**config.mk**
```make
export PLATFORM = sky130hd
export DESIGN_NAME = hazard_scoreboard
export DESIGN_NICKNAME = d
export VERILOG_FILES = /design/src/rtl/hazard_scoreboard.sv
export SDC_FILE = /design/constraint.sdc
export NUM_CORES = 1
export LEC_CHECK = 0
export CAP_MARGIN = 20
export CORE_MARGIN = 1.5
export CORE_UTILIZATION = 47
export CTS_CLUSTER_SIZE = 8
export DETAILED_ROUTE_END_ITERATION = 16
export PLACE_DENSITY = 0.81
export SYNTH_ARGS = -nofsm -noshare
export SYNTH_HDL_FRONTEND = slang
export SYNTH_SLANG_ARGS = --single-unit
```
**constraint.sdc**
```tcl
create_clock -name clk -period 2.1 [get_ports clk]
set_clock_uncertainty 0.05 [all_clocks]
set_input_delay 0.315 -clock clk [delete_from_list [all_inputs] [get_ports clk]]
set_output_delay 0.315 -clock clk [all_outputs]
set_load 0.02 [all_outputs]
```
**src/rtl/hazard_scoreboard.sv**
```systemverilog
// Forwarding and hazard-detection scoreboard beside decode: shadows in-flight producers
// with a result-ready countdown and derives forward selects, a decode stall and a stall counter.
`timescale 1ns/1ps
module hazard_scoreboard #(
    parameter  int REG_ADDR_WIDTH = 5,
    parameter  int STAGES         = 3,
    parameter  int LAT_WIDTH      = 2,
    localparam int SEL_WIDTH      = $clog2(STAGES + 1)
) (
    input  logic                      clk,
    input  logic                      rst_n,
    input  logic                      freeze,
    input  logic                      flush,
    input  logic                      id_valid,
    input  logic [REG_ADDR_WIDTH-1:0] id_rs1,
    input  logic [REG_ADDR_WIDTH-1:0] id_rs2,
    input  logic                      id_use_rs1,
    input  logic                      id_use_rs2,
    input  logic [REG_ADDR_WIDTH-1:0] id_rd,
    input  logic                      id_regwrite,
    input  logic [LAT_WIDTH-1:0]      id_lat,
    output logic [SEL_WIDTH-1:0]      fwd_a,
    output logic [SEL_WIDTH-1:0]      fwd_b,
    output logic                      hazard_stall,
    output logic [31:0]               stall_count
);

    typedef struct packed {
        logic [SEL_WIDTH-1:0] sel;
        logic                 haz;
    } fwd_t;

    // Index k-1 holds downstream position k; index 0 is the youngest producer.
    logic                      r_valid [STAGES];
    logic [REG_ADDR_WIDTH-1:0] r_rd    [STAGES];
    logic [LAT_WIDTH-1:0]      r_cnt   [STAGES];
    logic [31:0]               r_stall_count;

    fwd_t                      w_res_a;
    fwd_t                      w_res_b;
    logic                      w_stall;
    logic                      w_issue;
    logic [LAT_WIDTH-1:0]      w_lat;

    // Scanning oldest to youngest lets the youngest matching producer overwrite the result.
    function automatic fwd_t resolve(input logic [REG_ADDR_WIDTH-1:0] rs,
                                     input logic                      use_rs);
        fwd_t res;
        res = '0;
        if (use_rs && rs != '0) begin
            for (int k = STAGES - 1; k >= 0; k--) begin
                if (r_valid[k] && r_rd[k] == rs) begin
                    if (r_cnt[k] == '0) begin
                        res.sel = SEL_WIDTH'(k + 1);
                        res.haz = 1'b0;
                    end else begin
                        res.sel = '0;
                        res.haz = 1'b1;
                    end
                end
            end
        end
        return res;
    endfunction

    always_comb begin
        // NOTE: every always_comb output gets a default first, so no path can infer a latch.
        w_lat   = id_lat;
        w_res_a = resolve(id_rs1, id_use_rs1);
        w_res_b = resolve(id_rs2, id_use_rs2);
        w_stall = id_valid & ~flush & (w_res_a.haz | w_res_b.haz);
        w_issue = id_valid & id_regwrite & ~flush & ~w_stall;
        if (int'(id_lat) >= STAGES) begin
            w_lat = LAT_WIDTH'(STAGES - 1);
        end
    end

    assign fwd_a        = w_res_a.sel;
    assign fwd_b        = w_res_b.sel;
    assign hazard_stall = w_stall;
    assign stall_count  = r_stall_count;

    // NOTE: the records are only a few flops and their valid bits must clear on reset,
    // so the whole shadow is reset rather than just the valid bits.
    always_ff @(posedge clk or negedge rst_n) begin
        if (!rst_n) begin
            for (int k = 0; k < STAGES; k++) begin
                r_valid[k] <= 1'b0;
                r_rd[k]    <= '0;
                r_cnt[k]   <= '0;
            end
        end else if (!freeze) begin
            // NOTE: non-blocking assignments let every position read its neighbour's old value.
            r_valid[0] <= w_issue;
            r_rd[0]    <= w_issue ? id_rd : '0;
            r_cnt[0]   <= w_issue ? w_lat : '0;
            for (int k = 1; k < STAGES; k++) begin
                r_valid[k] <= r_valid[k-1];
                r_rd[k]    <= r_rd[k-1];
                r_cnt[k]   <= (r_cnt[k-1] == '0) ? '0 : r_cnt[k-1] - 1'b1;
            end
        end
    end

    always_ff @(posedge clk or negedge rst_n) begin
        if (!rst_n) begin
            r_stall_count <= '0;
        end else if (!freeze && w_stall && r_stall_count != 32'hFFFF_FFFF) begin
            r_stall_count <= r_stall_count + 32'd1;
        end
    end

endmodule

```
* Word level (Yosys, flattened, before mapping)
Index checks and enable logic that the tools add are counted.
Word-level totals: register bits 56, latch bits 0, memory bits (writable) 0, bits in read-only memories 0, output and inout port bits 37, memories kept 0
Cells by class: add/subtract/negate cells 3, $mul 0, div/mod/pow operators 0, magnitude comparators 1, equal/unequal tests 7, shift operators 0, muxes and demuxes 16, bitwise operators 8, reduce and logical (&&, ||, !) cells 16
Operator list (number):
- 32-bit by 1-bit adder with 32-bit output (second input constant) | 1
- 32-bit inequality test (second input constant) | 1
- 5-bit equality test | 6
- 3-bit 2-to-1 mux | 10
- 1-bit logical AND | 10
- 2-bit 2-to-1 mux | 5
- 5-bit nonzero test | 2
- 2-bit zero test | 3
- 1-bit AND | 5
- 5-bit 2-to-1 mux | 1
- 2-bit by 1-bit subtractor with 2-bit output (second input constant) | 2
- 2-bit >= comparator (second input constant) | 1
- 1-bit NOT | 2
- 1-bit zero test | 1
- 1-bit bitwise OR | 1

* Longest topological paths before layout
Gate-level depths: netlist (run 1).
word-level depth 11, depth in mapped cells 9, depth with buffers taken out 8

* Worst setup path after synthesis (run 1)
OpenSTA, ideal clock, no wires.
path type register to register, from reg r_stall_count[5], in the netlist stall_count[5], to reg r_stall_count[25], in the netlist stall_count[25], setup time 0.133 ns, arrival 2.020 ns, required time 1.917 ns, path slack -0.104 ns, cell stages (with the launch flop) 8, buffers on the path 1, path through dfrtp_1 > nand3_2 > nor3_1 > nand4_1 > o21ai_1 > buf_4 > nor3_1 > xor2_1
On the way: longest elaborated chain between the ends 2
Ends and longest elaborated chain:
- start: declaration | line 37 | logic [31:0] r_stall_count;
- start signal: assignment | line 109 | r_stall_count <= r_stall_count + 32'd1;
- branches (longest 2 deep; another with 32-bit by 1-bit adder with 32-bit output)
Several ways; the timed one is not identified. A chain may end at the register's enable or synchronous reset.

* Worst setup path in the final report (run 1)
from reg r_rd[8] (netlist bit), to reg r_stall_count[1], in the netlist stall_count[1]
On the way: longest elaborated chain between the ends 9
Ends and longest elaborated chain:
- start: declaration | line 35 | logic [REG_ADDR_WIDTH-1:0] r_rd [STAGES];
- start signal: indexed assignment | line 99 | r_rd[k] <= r_rd[k-1];
- 5-bit equality test | line 52 | if (r_valid[k] && r_rd[k] == rs) begin
- 1-bit logical AND | line 52
- 3-bit 2-to-1 mux (2 in series) | line 52
- 3-bit 2-to-1 mux | line 50 | if (use_rs && rs != '0) begin
- 1-bit bitwise OR * | line 71 | w_stall = id_valid & ~flush & (w_res_a.haz | w_res_b.haz);
- 1-bit AND * | line 71
- 1-bit logical AND * (2 in series) | line 108 | end else if (!freeze && w_stall && r_stall_count != 32'hFFFF_FFFF) begin
Every way passes the cells marked *; elsewhere a longest branch is shown, timed or not.

==> results of run 1 <==
## power groups by stage
stage	Combinational, mW	Sequential [mW]	Clock, mW
global placement	0.232	1.14	0
detailed placement	0.241	1.14	0
floorplan	0.0969	1.14	0
CTS	0.248	1.12	0.627
finish	0.257	1.12	0.610
global route	0.277	1.12	0.672
## registers in the layout, summed over array words and instances, names as in the netlist
register,count
stall_count,32
r_rd,15
r_cnt,6
r_valid,3
## how the worst max path moves through the flow
stage,start,endpoint,cells after the start
6_report,r_rd[8],stall_count[1],9
5_1_grt,r_rd[11],stall_count[14],10
4_1_cts,r_rd[11],hazard_stall,7
3_5_place_dp,id_rs2[0],hazard_stall,8
3_3_place_gp,id_rs2[4],fwd_b[0],8
2_1_floorplan,stall_count[7],stall_count[25],7
## area by class of cell
class | instances | area [µm²] | area share
timing repair buffer | 131 | 1210 | 0.254
sequential | 56 | 1410 | 0.296
tap | 77 | 96.3 | 0.0203
clock buffer | 7 | 86.3 | 0.0182
clock inverter | 1 | 7.51 | 0.00158
inverter | 2 | 7.51 | 0.00158
multi-input combinational | 225 | 1940 | 0.408
## layer usage
metal,wire [µm],global-route usage
met1,3600,0.311
met2,4500,0.423
met3,476,0.0374
met4,116,0.0806
met5,0,0
## repair_timing
item                       4_1_cts  5_1_grt
gates cloned                     1        2
resized for setup               67       30
setup endpoints to repair       45       45
pin swaps                       15       22
hold buffers                     1        0
setup buffers                    6        3
hold endpoints to repair        24        0
## cell usage after synthesis, drive strengths merged (2+ instances only)
library cell	n
clkbuf	2
and2	3
nor3	21
or2	3
o21ai	7
or4	3
nand2	20
and3	10
nor2	14
nand2b	4
buf	8
or3	2
dfrtp	56
xor2	43
a22o	6
a221o	2
nand4	8
xnor2	18
a211oi	3
a21oi	4
mux2	13
nor3b	2
nor2b	2
inv	2
nand3	15
nor4	12
## cells by family (layout without fill, tap and decap cells)
| logic type | after synthesis | in the layout | share of synthesized area |
|---|---|---|---|
| and+or+nand+nor | 121 | 121 | 0.230 |
| xor gates and xnor gates | 61 | 61 | 0.171 |
| DFF | 56 | 56 | 0.449 |
| AOI/OAI and AO/OA | 28 | 28 | 0.0722 |
| muxes | 14 | 14 | 0.0502 |
| buffers and inverters | 12 | 141 | 0.0229 |
| adders and majority gates | 1 | 1 | 0.00401 |
## per-stage QoR
| stage | utilization | hold WS (ps) | std cells | total power, mW | instance area (µm²) |
|---|---|---|---|---|---|
| after floorplan | - | -30.6 | 293 | 1.24 | 3140 |
| after global placement | 0.661 | 288 | 479 | 1.37 | 4220 |
| after detailed placement | 0.661 | 290 | 479 | 1.38 | 4220 |
| after CTS | 0.711 | 443 | 495 | 1.99 | 4540 |
| after global routing | 0.744 | 465 | 499 | 2.07 | 4750 |
| final | 0.744 | 438 | 499 | 1.99 | 4750 |
==> metrics.cfg, run 1 <==
[run_status]
outcome=finished, violations left
violations=negative setup slack

[power_and_ir_drop]
clkPwrFrac=0.307
p_seq_frac=0.564
p_comb_frac=0.129
peakVddDrop_uv=342
power.static_leakage_nw=2.23
p_sw_frac=0.244
power_switching_mw=0.485
power_density_mw_per_mm2=419
intPower_mw=1.50

[floorplan]
coreArea_mm2=0.00639
die_area_mm2=0.00713
die_h_um=84.5
initial_utilization=0.488
ios=62
num_rows=29
dieWidth_um=84.5

[cells_and_area]
final_cell_mix=buf_4 (60), dfrtp_1 (52), clkdlybuf4s50_1 (45)
finish.net_count=447
area_delta_synth_final_pct=52.3
final.fill_count=427
layout_commonest_cell=buf_4
diodes=0
drive_above_1_share=0.346

[routing]
ant_nets=0
vias_per_cell=5.63
vias=2807
initialDrtViolationCount=199
wl_mm=8.69
drcViolationCount=0
first_pass_iters=4
wl_per_cell_um=17.4

[timing]
fin_crit_sh=1.18
relSlewSlack=0.624
setup_ws_ps=-377
rsz0062_at_grt=true
hold_viol=0
maxSlewViolCount=0
worstMarginPinSlew_ps=563
fin_crit_ps=2480
setup_tns_ps=-12160
finalSetupViolations=45
max_freq_ghz=0.404

[worst_setup_path]
critPathTopFamily=compound AO/OA/AOI/OAI gates
critPathMaxFanout=7
worst_setup_path_end_kind=flip-flop
critPathBufInv=2
r2r-start=r_rd[8]
reg2reg_to=stall_count[1]
crit_path_top_delay_cell=dfrtp_1
max_stage_delay_ps=430
worstSetupPathType=reg -> reg
crit_path_start_kind=flip-flop
arrival_ps=2620
reg2reg_slack_ps=-380
crit_chain=xor2_1, nor3_2, a211oi_2, a221o_1, buf_4, a32oi_2, buf_6, nor2_1, mux2_1
cp.required_ps=2240
reg2reg_depth=9

[synthesis]
syn_area_mm2=0.00312
avgSynthCellArea_um2=10.6
async_reset_ff_frac=1.00
syn_inst=293
synth_top_area_cell=dfrtp_1
yosys_register_bits=56
synth_edf_count=0
synth_area_leaders=dfrtp_1 (45%), xor2_1 (12%), xnor2_1 (5.1%)
ys.flop_type=dfrtp_1
syn-num-nets=319
yosysWarnings=0
ys_types=45
synth_top_area_frac=0.449
synth_seq_area_share=0.449

[hold_path]
hold_path.class=reg -> reg
whs_endpoint=stall_count[28]
worstHoldStart=stall_count[28]
holdPathStages=1

[global_route]
grt_overflow=0
grt_max_degree=29
grt_pass1_wl_mm=13.8
antenna_found_initial=0
first_global_vias=2908
track_usage=0.243

[cts]
htreeDepth=2
cts_tree=done
cts.sink_count=56
cts_inserted_buffers=5
cts_root_buf=clkbuf_8
clk_latency_ps=310
clk_pin_slew_ps=90
cts_buffer_depth=2

[place]
dp_slack_ps=-902
place_congestion=0.860
port_buffers=61
dp_hpwl_mm=5.80

[job]
maxCapViolCount=0

(Power assumes the default switching activity.)
==> run 2, diff against run 1 <==
--- a/config.mk
+++ b/config.mk
@@ -6,7 +6,7 @@
 export NUM_CORES = 1
 export LEC_CHECK = 0
 export CAP_MARGIN = 20
-export CORE_MARGIN = 1.5
+export CORE_MARGIN = 1
 export CORE_UTILIZATION = 47
 export CTS_CLUSTER_SIZE = 8
 export DETAILED_ROUTE_END_ITERATION = 16
==> metrics.cfg, run 2 (synthesized netlist as in run 1, its figures left out) <==
[floorplan]
coreArea_mm2=0.00639  ; unchanged
dieWidth_um=83.5  ; -1.2%
num_rows=29  ; unchanged
ios=62  ; unchanged
initial_utilization=0.488  ; unchanged
die_area_mm2=0.00696  ; -2.4%
die_h_um=83.5  ; -1.2%

[cts]
cts_buffer_depth=2  ; unchanged
clk_pin_slew_ps=100  ; about the same
cts_tree=done
cts.sink_count=56  ; unchanged
htreeDepth=2  ; unchanged
clk_latency_ps=310  ; about the same
cts_inserted_buffers=5  ; unchanged
cts_root_buf=clkbuf_8

[power_and_ir_drop]
clkPwrFrac=0.352  ; +0.045
power_mw=2.14  ; +7.5%
intPower_mw=1.63  ; +8.2%
power_switching_mw=0.510  ; +5.0%
power.static_leakage_nw=2.22  ; -0.58%
p_sw_frac=0.238  ; -0.00549
power_density_mw_per_mm2=452  ; +7.8%
peakVddDrop_uv=459  ; +34%
p_comb_frac=0.123  ; -0.006
p_seq_frac=0.525  ; -0.039

[global_route]
first_global_vias=2725  ; -6.3%
antenna_found_initial=0  ; unchanged
grt_max_degree=34  ; +17%
track_usage=0.236  ; -0.00692
grt_overflow=0  ; unchanged
grt_pass1_wl_mm=13.2  ; -5.0%

[cells_and_area]
final_cell_mix=buf_4 (59), dfrtp_1 (51), clkdlybuf4s50_1 (45)
layout_commonest_cell=buf_4
finish.net_count=442  ; -1.1%
area_delta_synth_final_pct=51.8
drive_above_1_share=0.348  ; +0.00175
final_area_mm2=0.00473  ; -0.34%
largest_reg_flops=32  ; unchanged
diodes=0  ; unchanged

[routing]
vias=2803  ; -0.14%
first_pass_iters=4  ; unchanged
drcViolationCount=0  ; unchanged
wl_per_cell_um=17.5  ; +0.69%
initialDrtViolationCount=129  ; -35%
vias_per_cell=5.67  ; +0.87%
ant_nets=0  ; unchanged
wl_mm=8.67  ; -0.32%

[worst_setup_path]
crit_path_start_kind=flip-flop
worst_setup_path_end_kind=flip-flop
worstSetupPathType=reg -> reg
arrival_ps=2630  ; about the same
cp.required_ps=2250  ; about the same
reg2reg_slack_ps=-380  ; about the same
critPathMaxFanout=7  ; unchanged
reg2reg_depth=10  ; +1

[timing]
rsz0062_at_grt=true
finalSetupViolations=45  ; unchanged
worstMarginPinSlew_ps=430  ; -133 ps
max_freq_ghz=0.403  ; -0.20%
fin_crit_ps=2480  ; +4.89 ps
hold_viol=0  ; unchanged
fin_crit_sh=1.18  ; +0.00233
maxSlewViolCount=0  ; unchanged
setup_ws_ps=-382  ; -4.89 ps
relSlewSlack=0.713  ; +0.0886

[hold_path]
hold_path.class=in -> async

[place]
dp_slack_ps=-899  ; +3.48 ps
port_buffers=61  ; unchanged
place_congestion=0.866  ; +0.72%
dp_hpwl_mm=5.58  ; -3.7%
post_dp_cell_area_mm2=0.00421  ; -0.36%

[run_status]
outcome=finished, violations left
violations=negative setup slack

[job]
maxCapViolCount=0  ; unchanged

==> run 2: cell type report <==
type | count | area [µm²]
fill | 444 | 1650
clock inverter | 2 | 38.8
sequential | 56 | 1410
clock buffer | 6 | 82.6
inverter | 2 | 7.51
tap | 77 | 96.3
multi-input combinational | 225 | 1930
timing repair buffer | 126 | 1160
==> run 2: worst max-delay path: stages, from the launching register on <==
cell and delay (ps):
dfrtp_1 430, xor2_1 180, nor3_2 310, a211oi_2 140, a221o_1 380, buf_6 140, a32oi_4 170, buf_12 180
clkbuf_16 170, nor4_4 40, xor2_1 160
==> run 2: power by group through the flow <==
| stage | registers [mW] | clock network, mW | logic, mW |
|---|---|---|---|
| global route | 1.13 | 0.810 | 0.284 |
| global placement | 1.14 | 0 | 0.231 |
| CTS | 1.12 | 0.768 | 0.251 |
| floorplan | 1.14 | 0 | 0.0969 |
| detailed placement | 1.14 | 0 | 0.240 |
| finish | 1.12 | 0.753 | 0.263 |
==> run 2: per-layer routing <==
metal | track usage | share of wire | wire length, µm
met1 | 0.306 | 0.42 | 3620
met2 | 0.400 | 0.52 | 4510
met3 | 0.0386 | 0.043 | 373
met4 | 0.0847 | 0.020 | 169
met5 | 0 | 0 | 0
==> run 2: final timing paths <==
kind	from	end
worst max-delay path	r_rd[7]	stall_count[14]
worst min-delay path	rst_n	stall_count[21]
worst max register to register	r_rd[7]	stall_count[14]
worst min register to register	stall_count[28]	stall_count[28]
max in group asynchronous	rst_n	stall_count[6]
min in group clk	stall_count[28]	stall_count[28]
==> run 2: metrics by stage <==
| stage | cells | setup TNS [ps] | utilization | hold slack, ps |
|---|---|---|---|---|
| global route | 494 | -15550 | 0.741 | 259 |
| global placement | 477 | -29740 | 0.659 | 66.2 |
| detailed placement | 477 | -33220 | 0.659 | 69.5 |
| floorplan | 293 | -0.153 | - | -30.6 |
| CTS | 488 | -10250 | 0.693 | 255 |
| finish | 494 | -13200 | 0.741 | 269 |
==> run 2: repair_timing <==
item | CTS | global route
pin swaps | 16 | 23
cloned | 0 | 3
resized for setup | 53 | 41
hold buffers | 1 | 0
buffers inserted | 3 | 3
setup endpoints to repair | 45 | 45
endpoints found under the hold margin | 23 | 0
